[src/rtl/i2s_serializer.sv]
// i2s_serializer: transmit-side I2S-style serializer and bus master.
// Accepts left/right sample pairs over valid/ready into a one-pair holding
// buffer. The pairs are shifted out MSB-first, left-justified, on SDATA.
// BCK = SCK/BCK_DIV and LRCK = SCK/(BCK_DIV*2*SLOTS_PER_CH) are generated here.
// Optional macro ZERO_ON_UNDERRUN_EN: an underrun frame sends digital silence
// instead of repeating the last transmitted pair.
module i2s_serializer #(
   parameter int DATA_WIDTH   = 24,
   parameter int BCK_DIV      = 8,
   parameter int SLOTS_PER_CH = 24
) (
   input  logic                  SCK,
   input  logic                  reset_n,
   input  logic                  enable,
   input  logic [DATA_WIDTH-1:0] left_in,
   input  logic [DATA_WIDTH-1:0] right_in,
   input  logic                  in_valid,
   output logic                  in_ready,
   output logic                  BCK,
   output logic                  LRCK,
   output logic                  SDATA,
   output logic                  frame_start,
   output logic                  underrun
);

   localparam int FRAME_BITS = 2 * SLOTS_PER_CH;
   localparam int SCK_W      = (BCK_DIV > 1) ? $clog2(BCK_DIV) : 1;
   localparam int BIT_W      = $clog2(FRAME_BITS);
   localparam logic [SCK_W-1:0] SCK_LAST = SCK_W'(BCK_DIV - 1);
   localparam logic [SCK_W-1:0] SCK_HALF = SCK_W'(BCK_DIV / 2);
   localparam logic [BIT_W-1:0] BIT_LAST = BIT_W'(FRAME_BITS - 1);
   localparam logic [BIT_W-1:0] BIT_HALF = BIT_W'(SLOTS_PER_CH);

   // Place each sample at the top of its slot; the remaining slot bits are zero.
   function automatic logic [FRAME_BITS-1:0] pack_frame(input logic [DATA_WIDTH-1:0] l,
                                                        input logic [DATA_WIDTH-1:0] r);
      logic [SLOTS_PER_CH-1:0] l_slot;
      logic [SLOTS_PER_CH-1:0] r_slot;
      l_slot = SLOTS_PER_CH'(l) << (SLOTS_PER_CH - DATA_WIDTH);
      r_slot = SLOTS_PER_CH'(r) << (SLOTS_PER_CH - DATA_WIDTH);
      return {l_slot, r_slot};
   endfunction

   logic [SCK_W-1:0]      sck_cnt_q, sck_cnt_d;
   logic [BIT_W-1:0]      bit_cnt_q, bit_cnt_d;
   logic                  bck_q, bck_d;
   logic                  lrck_q, lrck_d;
   logic [FRAME_BITS-1:0] shift_q, shift_d;
   logic                  buf_full_q, buf_full_d;
   logic [DATA_WIDTH-1:0] buf_left_q, buf_left_d;
   logic [DATA_WIDTH-1:0] buf_right_q, buf_right_d;
   logic                  ready_q, ready_d;
   logic                  frame_start_q, frame_start_d;
   logic                  underrun_q, underrun_d;
`ifdef ZERO_ON_UNDERRUN_EN
   // Underrun frames are silent, so the last pair need not be remembered.
`else
   logic [DATA_WIDTH-1:0] last_left_q, last_left_d;
   logic [DATA_WIDTH-1:0] last_right_q, last_right_d;
`endif

   logic wrap;
   logic load;
   logic xfer;

   assign wrap = enable && (sck_cnt_q == SCK_LAST);
   assign load = wrap && (bit_cnt_q == BIT_LAST);
   assign xfer = in_valid && ready_q;

   // Next-state: bit timing, shift/load of the frame, and the holding buffer.
   always_comb begin
      sck_cnt_d     = sck_cnt_q;
      bit_cnt_d     = bit_cnt_q;
      shift_d       = shift_q;
      buf_full_d    = buf_full_q;
      buf_left_d    = buf_left_q;
      buf_right_d   = buf_right_q;
      frame_start_d = 1'b0;
      underrun_d    = 1'b0;
`ifdef ZERO_ON_UNDERRUN_EN
`else
      last_left_d   = last_left_q;
      last_right_d  = last_right_q;
`endif
      if (!enable) begin
         // Timing and shift path sit in their post-reset state while stopped.
         sck_cnt_d = '0;
         bit_cnt_d = '0;
         shift_d   = '0;
      end else begin
         sck_cnt_d = wrap ? '0 : sck_cnt_q + SCK_W'(1);
         if (wrap) begin
            bit_cnt_d = (bit_cnt_q == BIT_LAST) ? '0 : bit_cnt_q + BIT_W'(1);
         end
         if (load) begin
            frame_start_d = 1'b1;
            if (buf_full_q) begin
               shift_d    = pack_frame(buf_left_q, buf_right_q);
               buf_full_d = 1'b0;
`ifdef ZERO_ON_UNDERRUN_EN
`else
               last_left_d  = buf_left_q;
               last_right_d = buf_right_q;
`endif
            end else begin
               underrun_d = 1'b1;
`ifdef ZERO_ON_UNDERRUN_EN
               shift_d = '0;
`else
               shift_d = pack_frame(last_left_q, last_right_q);
`endif
            end
         end else if (wrap) begin
            shift_d = {shift_q[FRAME_BITS-2:0], 1'b0};
         end
      end
      // A transfer is only possible with the buffer empty, so it never
      // collides with a buffer-to-shift load; a same-cycle pair waits a frame.
      if (xfer) begin
         buf_full_d  = 1'b1;
         buf_left_d  = left_in;
         buf_right_d = right_in;
      end
      ready_d = !buf_full_d;
      bck_d   = (sck_cnt_d >= SCK_HALF);
      lrck_d  = (bit_cnt_d < BIT_HALF);
   end

   // State register with synchronous active-low reset.
   always_ff @(posedge SCK) begin
      if (!reset_n) begin
         sck_cnt_q     <= '0;
         bit_cnt_q     <= '0;
         bck_q         <= 1'b0;
         lrck_q        <= 1'b1;
         shift_q       <= '0;
         buf_full_q    <= 1'b0;
         buf_left_q    <= '0;
         buf_right_q   <= '0;
         ready_q       <= 1'b0;
         frame_start_q <= 1'b0;
         underrun_q    <= 1'b0;
`ifdef ZERO_ON_UNDERRUN_EN
`else
         last_left_q   <= '0;
         last_right_q  <= '0;
`endif
      end else begin
         sck_cnt_q     <= sck_cnt_d;
         bit_cnt_q     <= bit_cnt_d;
         bck_q         <= bck_d;
         lrck_q        <= lrck_d;
         shift_q       <= shift_d;
         buf_full_q    <= buf_full_d;
         buf_left_q    <= buf_left_d;
         buf_right_q   <= buf_right_d;
         ready_q       <= ready_d;
         frame_start_q <= frame_start_d;
         underrun_q    <= underrun_d;
`ifdef ZERO_ON_UNDERRUN_EN
`else
         last_left_q   <= last_left_d;
         last_right_q  <= last_right_d;
`endif
      end
   end

   assign in_ready    = ready_q;
   assign BCK         = bck_q;
   assign LRCK        = lrck_q;
   assign SDATA       = shift_q[FRAME_BITS-1];
   assign frame_start = frame_start_q;
   assign underrun    = underrun_q;

endmodule

[config.mk]
export PLATFORM = sky130hd
export DESIGN_NAME = i2s_serializer
export DESIGN_NICKNAME = d
export VERILOG_FILES = /design/src/rtl/i2s_serializer.sv
export SDC_FILE = /design/constraint.sdc
export NUM_CORES = 1
export LEC_CHECK = 0
export BUFFER_PORTS_ARGS = -buffer_cell sky130_fd_sc_hd__buf_2
export CORE_MARGIN = 2
export CORE_UTILIZATION = 59
export DETAILED_ROUTE_END_ITERATION = 12
export PLACE_DENSITY = 0.79
export SYNTH_ARGS = -nofsm -noshare
export SYNTH_HDL_FRONTEND = slang
export SYNTH_SLANG_ARGS = --single-unit
[constraint.sdc]
create_clock -name SCK -period 2.03 [get_ports SCK]
set_input_delay 0.203 -clock SCK [delete_from_list [all_inputs] [get_ports SCK]]
set_output_delay 0.203 -clock SCK [all_outputs]
set_load 0.02 [all_outputs]
# Yosys cells after proc, flatten, opt, wreduce, memory -nomap -nowiden
# Cells that the tools add are included.
# op_classes
mux,13
n_lt_le_gt_ge,2
add_sub_neg,2
eq_ne,2
reduce_logical,8
# ops
operator,count
$mux 48,3
$mux 6,3
$add 6x1->6 const B,1
$eq 6x6->1 const B,1
$lt 6x5->1 const B,1
$mux 3,2
$reduce_and 3->1,2
$mux 1,5
$add 3x1->3 const B,1
$eq 3x3->1 const B,1
$ge 3x3->1 const B,1
$logic_and 1x1->1,3
$reduce_and 2->1,1
$reduce_bool 2->1,1
$logic_not 1->1,1
# word_totals
out_inout_bits,6
wordCells,40
inputBits,52
ff_bits,159

# Depth between registers and ports, before layout
# depth
ltp_word,7
mapped_depth,8
mapped_depth_nobuf,6

# Worst setup path before layout
# Ideal clock, no wire load.
# synth_path
path_kind,register -> register
start,register sck_cnt_q[0]
end,register shift_q[17]
period_less_slack_ns,1.742
setup_ns,0.134
arrival_time_ns,1.608
required_time_ns,1.896
setup_slack_ns,0.288
n_path_buf,3
path_stages_with_launch,8
path_cell_list,dfxtp_1 > ha_1 > ha_1 > clkbuf_1 > nand3_1 > clkbuf_1 > clkbuf_1 > o22ai_1
# synth_between
elab_chain_len,4
elab_cells_between_ends,5
cone_classes,1 x eq/ne; 1 x mux; 3 x reduce/logical
# synth_lines
element,line_no,rtl
start: declaration,44,"logic [SCK_W-1:0] sck_cnt_q, sck_cnt_d;"
start signal: assignment,149,sck_cnt_q <= sck_cnt_d;
$eq 3x3->1 (*),66,assign wrap = enable && (sck_cnt_q == SCK_LAST);
$logic_and 1x1->1 (*),66,
$logic_and 1x1->1,67,assign load = wrap && (bit_cnt_q == BIT_LAST);
$mux 48 or $reduce_bool 2->1 (tied branches),--,
end signal: assignment,153,shift_q <= shift_d;
end: declaration,48,"logic [FRAME_BITS-1:0] shift_q, shift_d;"
# Mark *: on every way between the ends. The rest lies on a longest branch, timed or not.
# A chain may end at the register's enable or synchronous reset.

# Worst setup path in the final report
# layout_path
start,register sck_cnt_q[0]
end,register lrck_q (netlist: LRCK)
# layout_between
elab_chain_len,5
# layout_lines
element,line_no,rtl
$eq 3x3->1,66,
$logic_and 1x1->1,66,
$mux 6,92,if (wrap) begin
$mux 6,85,if (!enable) begin
$lt 6x5->1,126,lrck_d = (bit_cnt_d < BIT_HALF);
end signal: assignment,152,lrck_q <= lrck_d;
end: declaration,47,"logic lrck_q, lrck_d;"
# No other way between the ends.

==> impl_metrics.py <==
metrics = {
    "worst_setup_path": {
        "cp_top_family": "simple AND/OR/NAND/NOR gates",
        "critical_path_arrival_ps": 2200,
        "reg2reg_to": "LRCK",
        "critical_path_class": "reg -> reg",
        "worstPathMaxFanout": 5,
        "critical_path.startpoint_type": "flop",
        "reg2reg_from": "sck_cnt_q[0]",
        "reg2regPathDepth": 6,
        "setup_slack_of_the_worst_register_to_register_path_ps": 140,
        "critical_path.cell_chain": "ha_1 > ha_2 > nand4_1 > or4b_2 > a31oi_1 > a21oi_1",
        "crit_required_ps": 2330,
        "critPathSlowestCell": "sky130_fd_sc_hd__or4b_2",
        "max_stage_delay_ps": 650,
        "end_kind": "flop",
        "worst-path-buf-inv": 0,
    },
    "global_routing": {
        "grt_pass1_vias": 5511,
        "number_of_antenna_violations_at_the_first_check_in_global_routing": 0,
        "largest_net_degree_at_the_start_of_global_routing": 149,
        "grt_first_pass_wirelength_microns": 24290,
        "overflow": 0,
        "grt_usage_pct": 24.05,
    },
    "sta": {
        "finalMaxSlewViolations": 0,
        "final-setup-viol-count": 0,
        "unrepaired_setup_endpoints_after_global_routing": "no",
        "period_share_pct": 93.34,
        "worst_slew_margin_rel_pct": 58.12,
        "fin_setup_tns_ps": 0,
        "final.setup_skew_ps": 5.998,
        "timing_worst_slew_pin_value_ps": 628.2,
        "timing.final.ws_setup_ps": 135.3,
        "fmax_mhz": 527.8,
        "report.final.hold_viol_count": 0,
        "final_period_minus_worst_setup_slack_ps": 1895,
    },
    "placed_design": {
        "pre_cts_ws_ps": 116.2,
        "routabilityCongestion": 0.7671,
        "detailedPlacementHpwl_microns": 8937,
        "place.port_buffers": 57,
        "post_dp_cell_area_sq_um": 7092,
    },
    "yosys": {
        "synth.area.top_cells": "sky130_fd_sc_hd__dfxtp_1, sky130_fd_sc_hd__nand2_1, sky130_fd_sc_hd__nand3_1",
        "seq_total_area_yosys_pct": 47.06,
        "synth_nets": 865,
        "netlist.top_cell.by_area": "sky130_fd_sc_hd__dfxtp_1",
        "synth_flop_cell": "sky130_fd_sc_hd__dfxtp_1",
        "synth_enable_flop_cells": 0,
        "synth.distinct_cells": 33,
        "yosys.cell_count.top_type": "sky130_fd_sc_hd__dfxtp_1",
        "ys.warnings.count": 0,
        "synth_cells": 810,
        "synth_top_cells_by_count": "sky130_fd_sc_hd__dfxtp_1, sky130_fd_sc_hd__nand2_1, sky130_fd_sc_hd__nand3_1, sky130_fd_sc_hd__o21ai_0, sky130_fd_sc_hd__clkbuf_1",
        "synth_largest_type_area_fraction_pct": 47.06,
        "proportion_of_synthesized_flip_flops_having_asynchronous_set_or_reset_pct": 0,
        "avgSynthCellArea_sq_um": 8.298,
        "synth_area_sq_um": 6721,
        "synth_seq_cells": 158,
    },
    "min_path": {
        "hold_path_end": "buf_left_q[8]",
        "min-delay-path-class": "in -> reg",
        "holdCritStartpoint": "left_in[8]",
        "hold_path_depth": 3,
    },
    "route": {
        "detailroute.via_count": 5616,
        "route.detailed.wl_per_inst_microns": 14.55,
        "remaining_drc_errors": 0,
        "antenna_left": 0,
        "viasPerCell": 5.719,
        "detailedRoute.firstIterationViolations": 351,
        "dr.pass1.iters": 5,
        "routed_wl_microns": 14290,
    },
    "cts": {
        "clock_latency_ps": 420,
        "h_tree_depth": 4,
        "cts.root.buffer_cell": "sky130_fd_sc_hd__clkbuf_16",
        "cts_tree": "built",
        "cts.clk_slew.worst_paths_ps": 60,
        "cts-buffers-inserted": 17,
        "numClockSinks": 158,
        "cts_buffer_depth": 2,
        "post_cts_hold_fix_bufs": 0,
    },
    "floorplanning": {
        "die_h_microns": 110.7,
        "design.die.area_sq_um": 12260,
        "die_w_microns": 110.7,
        "core.rowCount": 38,
        "initial_utilization_pct": 61.20,
        "num_io_pins": 58,
        "core_sq_um": 10980,
    },
    "power_and_ir_drop": {
        "vdd.ir_drop.worst_v": 0.001205,
        "leakage_nw": 2.489,
        "power-per-cell-area_nw_per_um2": 858.2,
    },
    "final_layout": {
        "flow.area_growth_from_synthesis_pct": 14.20,
        "antennaDiodeCount": 0,
        "finalNetCount": 885,
        "postLayoutCellArea_sq_um": 7676,
        "layout-drive-gt1-share_pct": 13.90,
    },
    "run": {
        "drv_cap": 0,
    },
    "run_status": {
        "outcome": "finished, final reports clean",
    },
}
[worst register-to-register path: cells and delay by family (launching register included)]
family          cells  cell delay, ps
fa+ha+maj           2             370
simple gates        2             770
compound gates      2             300
flops               1             340
[metal layers]
layer	up-vias	share of wire (%)	GRT usage [%]
li1	2838	-	-
met1	2662	44	27.57
met2	91	51	42.13
met3	25	3.2	5.467
met4	0	2.0	11.92
met5	-	0	0
[layout by cell type (no fill, tap or decap), types with 2 or more instances in the layout]
master,n
sky130_fd_sc_hd__a21boi_0,49
sky130_fd_sc_hd__a21oi_1,4
sky130_fd_sc_hd__a31oi_1,2
sky130_fd_sc_hd__and2_2,2
sky130_fd_sc_hd__and3_1,2
sky130_fd_sc_hd__buf_12,5
sky130_fd_sc_hd__buf_2,56
sky130_fd_sc_hd__buf_4,16
sky130_fd_sc_hd__clkbuf_1,2
sky130_fd_sc_hd__clkbuf_16,17
sky130_fd_sc_hd__clkbuf_8,7
sky130_fd_sc_hd__clkinv_2,3
sky130_fd_sc_hd__dfxtp_1,157
sky130_fd_sc_hd__ha_1,2
sky130_fd_sc_hd__mux2i_1,47
sky130_fd_sc_hd__nand2_1,153
sky130_fd_sc_hd__nand2b_1,48
sky130_fd_sc_hd__nand3_1,100
sky130_fd_sc_hd__nand4_1,2
sky130_fd_sc_hd__nor2_1,2
sky130_fd_sc_hd__nor3b_1,2
sky130_fd_sc_hd__o21ai_0,97
sky130_fd_sc_hd__o22ai_1,47
sky130_fd_sc_hd__or3_1,3
[metrics by stage]
stage	util (%)	power [mW]	std cells	hold WS, ps
finish	69.89	6.587	982	25.94
floorplan	-	3.458	810	347.9
CTS	69.87	6.636	982	14.06
global route	69.89	6.812	982	19.95
global placement	64.57	3.560	951	418.7
detailed placement	64.57	3.575	951	433.2
[area by class of cell]
cell class                      instances  area [sq um]
Clock inverter                          5         52.55
Fill cell                             859          3307
Sequential cell                       158          3164
Multi-Input combinational cell        576          3254
Tap cell                              140         175.2
Clock buffer                           26         529.3
Timing Repair Buffer                   77         500.5
[registers in the layout, indices dropped and copies added, names as in the netlist]
name and flops:
sck_cnt_q 3, underrun 1, last_right_q 24, shift_q 48, bit_cnt_q 6, last_left_q 24, buf_left_q 24, frame_start 1
buf_right_q 24, buf_full_q 1, LRCK 1, in_ready 1
[repair_timing]
action	CTS	global route
hold endpoints to repair	0	0
setup endpoints to repair	0	3
buffers inserted	0	0
gates resized for setup	0	1
[kinds of logic (layout without fill, tap and decap cells)]
logic type	Yosys count	in the layout	share of synthesized area [%]
flops	158	158	47.06
fa+ha+maj	3	3	0.5585
buf+inv	76	108	4.728
simple gates	323	323	22.54
xor+xnor	2	2	0.2607
mux	48	48	7.167
compound gates	200	200	17.68
[worst max-delay path by stage]
stage                   to  cells past startpoint  slack, ps         start
6_report              LRCK                      6        140  sck_cnt_q[0]
5_1_grt               LRCK                      6         20  sck_cnt_q[0]
4_1_cts               LRCK                      6        100  sck_cnt_q[0]
3_5_place_dp          LRCK                      6        120  sck_cnt_q[0]
3_3_place_gp          LRCK                      6        210  sck_cnt_q[0]
2_1_floorplan  shift_q[17]                      7        290  sck_cnt_q[0]
[power breakdown]
| group | internal (mW) | total, mW | switching (mW) | leakage, nW |
|---|---|---|---|---|
| Clock | 1.90 | 3.08 | 1.18 | 0.288 |
| Combinational | 0.129 | 0.316 | 0.187 | 0.923 |
| Sequential | 3.15 | 3.19 | 0.0386 | 1.28 |
Note: power is estimated with default switching activity, not from simulation.
